[src/rtl/sad_mem_pipe_stage.sv]
// Memory-to-SAD pipeline register: scalar payload plus a window and a frame vector bank
// with load flags, frame capture sequence count and a sticky overwrite error.
module sad_mem_pipe_stage #(
   parameter int unsigned DATA_W = 32,
   parameter int unsigned LANES  = 16,
   parameter int unsigned REG_W  = 5,
   parameter int unsigned SEQ_W  = 8
) (
   input  logic                      Clk,
   input  logic                      Reset_n,
   input  logic                      Stall,
   input  logic                      Flush,
   input  logic                      ValidM,
   input  logic [8:0]                CtrlM,
   input  logic [1:0]                SADM,
   input  logic [DATA_W-1:0]         MemReadDataM,
   input  logic [DATA_W-1:0]         ALUResultM,
   input  logic [DATA_W-1:0]         PCPlus4M,
   input  logic [DATA_W-1:0]         instructionM,
   input  logic [DATA_W-1:0]         FADM,
   input  logic [REG_W-1:0]          WriteRegM,
   input  logic [LANES*DATA_W-1:0]   VecM,
   input  logic                      Consume,
   output logic                      ValidS,
   output logic [8:0]                CtrlS,
   output logic [1:0]                SADS,
   output logic [DATA_W-1:0]         MemReadDataS,
   output logic [DATA_W-1:0]         ALUResultS,
   output logic [DATA_W-1:0]         PCPlus4S,
   output logic [DATA_W-1:0]         instructionS,
   output logic [DATA_W-1:0]         FADS,
   output logic [REG_W-1:0]          WriteRegS,
   output logic [LANES*DATA_W-1:0]   WinVecS,
   output logic [LANES*DATA_W-1:0]   FrmVecS,
   output logic                      WinLoaded,
   output logic                      FrmLoaded,
   output logic                      PairReady,
   output logic [SEQ_W-1:0]          FrmSeq,
   output logic                      OverwriteErr
);

   logic advance, capture, win_cap, frm_cap;

   logic                    valid_q;
   logic [8:0]              ctrl_q;
   logic [1:0]              sad_q;
   logic [DATA_W-1:0]       mem_rd_q, alu_q, pc4_q, instr_q, fad_q;
   logic [REG_W-1:0]        wreg_q;
   logic [LANES*DATA_W-1:0] win_q, frm_q;
   logic                    win_loaded_q, win_loaded_d;
   logic                    frm_loaded_q, frm_loaded_d;
   logic [SEQ_W-1:0]        frm_seq_q, frm_seq_d;
   logic                    overwrite_q, overwrite_d;

   assign advance = ~Stall & ~Flush;
   assign capture = advance & ValidM;
   assign win_cap = capture & (SADM == 2'd3);
   assign frm_cap = capture & ((SADM == 2'd1) | (SADM == 2'd2));

   // Flush wins over Stall; a bubble clears valid and control but still carries payload.
   always_ff @(posedge Clk or negedge Reset_n) begin
      if (!Reset_n) begin
         valid_q  <= 1'b0;
         ctrl_q   <= '0;
         sad_q    <= '0;
         mem_rd_q <= '0;
         alu_q    <= '0;
         pc4_q    <= '0;
         instr_q  <= '0;
         fad_q    <= '0;
         wreg_q   <= '0;
      end else if (Flush) begin
         valid_q <= 1'b0;
         ctrl_q  <= '0;
         sad_q   <= '0;
      end else if (!Stall) begin
         valid_q  <= ValidM;
         ctrl_q   <= ValidM ? CtrlM : '0;
         sad_q    <= SADM;
         mem_rd_q <= MemReadDataM;
         alu_q    <= ALUResultM;
         pc4_q    <= PCPlus4M;
         instr_q  <= instructionM;
         fad_q    <= FADM;
         wreg_q   <= WriteRegM;
      end
   end

   always_ff @(posedge Clk or negedge Reset_n) begin
      if (!Reset_n) begin
         win_q <= '0;
         frm_q <= '0;
      end else begin
         if (win_cap) win_q <= VecM;
         if (frm_cap) frm_q <= VecM;
      end
   end

   // Consume acts even while stalled; a same-cycle capture keeps its own flag set.
   always_comb begin
      win_loaded_d = win_cap | (win_loaded_q & ~Consume);
      frm_loaded_d = frm_cap | (frm_loaded_q & ~Consume);
      frm_seq_d    = frm_cap ? frm_seq_q + SEQ_W'(1) : frm_seq_q;
      overwrite_d  = overwrite_q
                   | (win_cap & win_loaded_q & ~Consume)
                   | (frm_cap & frm_loaded_q & ~Consume);
   end

   always_ff @(posedge Clk or negedge Reset_n) begin
      if (!Reset_n) begin
         win_loaded_q <= 1'b0;
         frm_loaded_q <= 1'b0;
         frm_seq_q    <= '0;
         overwrite_q  <= 1'b0;
      end else begin
         win_loaded_q <= win_loaded_d;
         frm_loaded_q <= frm_loaded_d;
         frm_seq_q    <= frm_seq_d;
         overwrite_q  <= overwrite_d;
      end
   end

   assign ValidS       = valid_q;
   assign CtrlS        = ctrl_q;
   assign SADS         = sad_q;
   assign MemReadDataS = mem_rd_q;
   assign ALUResultS   = alu_q;
   assign PCPlus4S     = pc4_q;
   assign instructionS = instr_q;
   assign FADS         = fad_q;
   assign WriteRegS    = wreg_q;
   assign WinVecS      = win_q;
   assign FrmVecS      = frm_q;
   assign WinLoaded    = win_loaded_q;
   assign FrmLoaded    = frm_loaded_q;
   assign PairReady    = win_loaded_q & frm_loaded_q;
   assign FrmSeq       = frm_seq_q;
   assign OverwriteErr = overwrite_q;

endmodule

[config.mk]
export PLATFORM = sky130hd
export DESIGN_NAME = sad_mem_pipe_stage
export DESIGN_NICKNAME = d
export VERILOG_FILES = /design/src/rtl/sad_mem_pipe_stage.sv
export SDC_FILE = /design/constraint.sdc
export NUM_CORES = 2
export LEC_CHECK = 0
export ABC_AREA = 1
export ABC_CLOCK_PERIOD_IN_PS = 2200
export CORE_AREA = 4 4 743 745
export CTS_BUF_LIST = sky130_fd_sc_hd__clkbuf_16
export CTS_CLUSTER_SIZE = 12
export DETAILED_ROUTE_END_ITERATION = 10
export DIE_AREA = 0 0 747 749
export PLACE_DENSITY = 0.34
export SYNTH_ARGS = -nofsm -noshare
export SYNTH_HDL_FRONTEND = slang
export SYNTH_SLANG_ARGS = --single-unit
[constraint.sdc]
create_clock -name Clk -period 2.2 [get_ports Clk]
set_input_delay 0.33 -clock Clk [delete_from_list [all_inputs] [get_ports Clk]]
set_output_delay 0.33 -clock Clk [all_outputs]
set_load 0.01 [all_outputs]
# Word level (Yosys, flattened, before mapping)
# Index checks and enable logic that the tools add are counted.
word_totals:
  input_bits: 694
  out_inout_bits: 1213
  register_bits: 1212
op_classes:
  eq_ne: 4
  n_addsub: 1
  n_reduce_logical: 1
  mux: 7
  n_bitwise: 19
ops:
  columns: ["cell", "count"]
  rows:
  - ["9-bit two-way mux", 3]
  - ["1-bit bitwise AND", 11]
  - ["8-bit by 1-bit adder with 8-bit output, second input constant", 1]
  - ["1-bit bitwise OR", 5]
  - ["2-bit == test, second input constant", 2]
  - ["2-bit two-way mux", 2]
  - ["1-bit NOT", 3]
  - ["2-bit by 1-bit == test with 1-bit output, second input constant", 1]
  - ["1-bit two-way mux", 2]
  - ["2-bit by 1-bit != test with 1-bit output, second input constant", 1]
  - ["2-bit AND reduction", 1]

# Logic depth before layout (Yosys ltp)
depth:
  word_depth: 8
  depth_mapped: 8

# Worst setup path before layout
# Ideal clock, no wire load.
synth_timing:
  path_type: "input to register"
  startpoint: "input port SADM[0]"
  endpoint: "register frm_q[402] (netlist: FrmVecS[402])"
  slack_ns: 0.726
  t_arrival_ns: 1.408
  cell_stages: 6
  required_ns: 2.134
  path_buffers: 2
  cell_sequence: "ha_1 > nand3_2 > clkbuf_1 > clkbuf_1 > nand2_1 > nand2_1"
synth_between:
  elab_chain_cells: 3
synth_lines:
  columns: ["element", "line_no", "rtl"]
  rows:
  - ["from (decl)", "15", "input logic [1:0] SADM,"]
  - ["2-bit by 1-bit == test with 1-bit output or 2-bit == test (tied branches)", "58", "assign frm_cap = capture & ((SADM == 2'd1) | (SADM == 2'd2));"]
  - ["1-bit bitwise OR *", "58", null]
  - ["1-bit bitwise AND *", "58", null]
  - ["to (signal assigned)", "95", "if (frm_cap) frm_q <= VecM;"]
  - ["to (decl)", "49", "logic [LANES*DATA_W-1:0] win_q, frm_q;"]
# Every way passes the cells marked *; elsewhere a longest branch is shown, timed or not.
# A chain may end at the register's enable or synchronous reset.

# Worst setup path after layout
layout_timing:
  startpoint: "input port SADM[0]"
  endpoint: "register win_q[243] (netlist: WinVecS[243])"
layout_between:
  elab_chain_cells: 2
layout_lines:
  columns: ["element", "line_no", "rtl"]
  rows:
  - ["2-bit == test", "57", "assign win_cap = capture & (SADM == 2'd3);"]
  - ["1-bit bitwise AND", "57", null]
  - ["to (signal assigned)", "94", "if (win_cap) win_q <= VecM;"]
  - ["to (decl)", "49", null]
# No other way between the ends.

==> metrics.txt <==
worst-skew pair later-pin latency 0.85 ns; Final Setup Violations 0; Post-Syn Nets 5,898; Slew Limit Fails 0; clock root cell clkbuf_16; fmax 468.9 MHz; Worst Setup Path Type in2reg; reg2reg end FrmSeq[6]; Rows 271; Yosys cell types 22; Power Total 79,050 uW; routed vias 45,792; Initial Utilization 8.497%; status finished, final reports clean; Routed Antenna Nets 0; Starting DRT DRC Count 2,729; sequential-to-total area share from yosys stat 65.55%; initial antenna violation count 136; hold path start VecM[49]; number of global-route vias before repair 48,545; GR Overflow Total 0; RD Place Congestion 0.8892; Static Leak 0.04066 uW; fill cell count 62,203; max cap viols 0; flop2flop setup slack ~1.0 ns; register bit total from synthesis 1,212; Die ar. 0.5595 mm2; final worst hold slack between 0.1 and 0.15 ns; worst vdd ir 0.0005425 V; DR WL/cell ~27 um; critical path startpoint category primary input; WL final 399,000 um; critical path arrival 2.89 ns; Final period util 96.93%; nets 8,310; Synth area leader dfrtp_1; Setup TNS 0 ns; CTS tree yes; average size of a mapped cell 8.894 um2; first-pass GRT wire length 509,900 um; pin count of the biggest net entering global routing 111; Critical Path RT about 3.0 ns; vias per cell between 3 and 4; actual slew at the worst max-slew pin ~0.67 ns; final worst path period need 2.132 ns; register area roughly 0.03 mm2; Num CTS Buffers 170; worst r2r src FrmSeq[1]; post-detail-place hpwl 337,300 um; layout cells sized above 1 ~8.7%; Slew headroom 55.32%; I/O Buffers 1,906; Core Area between 0.5 and 0.6 mm2; CTS H-tree lvls 4; Hold Path Sink FrmVecS[49]; Cells after Synth 5,202; CTS Buffer Depth 4; Cell Area, Synth 0.04627 mm2; Synth area leaders dfrtp_1, nand2_1, o21ai_1, buf_2, o21ai_0; Synth top area share 65.55%; Critical Path Start SADM[0]; Crit Path Max Fanout 67; DRC Markers 0; Fin. Hold Viols 0; CTS Sinks 1,212; Pre-antenna DRT Iters 5; FF-to-FF path depth 6; Horiz. Die Dim 747 um; CP endpoint kind register; synth warn 0; Die Span Y 749 um; multi-input logic area 0.01449 mm2; PwrDens 939.0 mW/mm2; clock slew seen by the registers of the worst setup and hold paths 0.06 ns; GRT Total Usage 13.70%; synthesis-to-finish area growth 81.95%; Worst Skew between 0.015 and 0.02 ns; worst hold path cell count 3; worst hold path class in2reg; Boundary Pins 1,907
-- power breakdown --
part | total (uW) | internal [uW] | switching [uW]
clock | 26600 | 14800 | 11800
sequential | 29700 | 26800 | 2820
combinational | 22700 | 8610 | 14100
total | 79000 | 50300 | 28800
-- cell usage in the layout, fill, tap and decap left out, types with 24 or more instances in the layout --
cell	n
nand2_1	3093
dfrtp_1	1198
dlygate4sd2_1	919
clkdlybuf4s50_1	790
dlygate4sd3_1	389
o21ai_1	387
buf_4	247
clkbuf_16	171
o21ai_0	129
buf_12	108
clkdlybuf4s15_2	64
inv_1	59
diode_2	42
clkinv_1	27
clkdlybuf4s15_1	27
nand3_1	24
-- what timing repair did --
action	4_1_cts	5_1_grt
gates resized for setup	1201	28
hold buffers	389	0
setup endpoints to repair	1026	43
pin swaps	0	1
endpoints found under the hold margin	1290	0
buffers inserted	2	1
-- synthesized netlist by cell type --
cell      count
inv_2         2
nor2_4        2
dfrtp_1    1212
xnor2_1       1
nor2_1        7
o21ai_1     387
xor2_1        1
buf_4         3
o22ai_1       1
buf_2       160
clkbuf_1    113
nand3b_1      4
inv_1        10
nand3_2       1
o21ai_0     129
nand4_1       1
ha_1          2
o21bai_1      1
buf_1        47
nand2_1    3093
nand3_1      24
nand2_2       1
-- layout make-up --
type	count	area share [%]
antenna	42	0.1248
clock buffer	171	5.083
clock inverter	119	0.9973
inverter	12	0.07431
multi-input combinational	3655	17.21
sequential	1212	36.05
tap	7234	10.75
timing repair buffer	2563	29.71
-- metrics by stage --
| step | worst slack (ns) | instances | utilization [%] | cell area (um2) |
|---|---|---|---|---|
| after global routing | -0.0006910 | 14996 | 15.45 | 84150 |
| after global placement | -0.3639 | 14284 | 13.98 | 76140 |
| final | 0.06757 | 15008 | 15.46 | 84180 |
| after CTS | 0.0001079 | 14965 | 15.44 | 84100 |
| after detailed placement | -0.3651 | 14284 | 13.98 | 76140 |
| after floorplan | 0.7264 | 5202 | - | 46270 |
-- sequential cells by signal (all words and copies together) (netlist names), 8 cells and up --
signal and flops:
FrmSeq 8, ALUResultS 32, WinVecS 512, FADS 32, MemReadDataS 32, instructionS 32, CtrlS 9, PCPlus4S 32
FrmVecS 512
-- kinds of logic after synthesis --
family                     after synthesis  synth area share (%)
AOI/OAI and AO/OA                      518                 5.611
xor gates and xnor gates                 2               0.03787
adders and majority gates                2               0.05408
buffers and inverters                  335                 3.175
DFF                                   1212                 65.55
and+or+nand+nor                       3133                 25.57
-- worst max path at each step --
stage          slack, ns      endpoint  depth (start not counted)
3_3_place_gp       -0.36  WinVecS[238]                          9
2_1_floorplan       0.73  FrmVecS[402]                          6
4_1_cts           0.0001  FrmVecS[488]                          1
5_1_grt          -0.0007  WinVecS[424]                          1
3_5_place_dp       -0.37  WinVecS[238]                          9
6_report            0.07  WinVecS[243]                         10
-- per-layer routing --
layer,global-route usage [%],vias up,wire length (um)
met3,7.973,442,52430
met1,14.23,22396,143100
met5,0,-,294
met2,23.57,1843,191600
met4,3.449,44,11580
li1,-,21067,-
-- critical path, stage by stage --
cell and delay (ns):
dlygate4sd3_1 0.55, clkdlybuf4s50_1 0.49, ha_1 0.28, buf_12 0.14, inv_8 0.06, buf_4 0.14, buf_12 0.17, buf_12 0.33
o21ai_0 0.15, nand2_1 0.07
No activity file was read; power rests on OpenSTA's default activity.
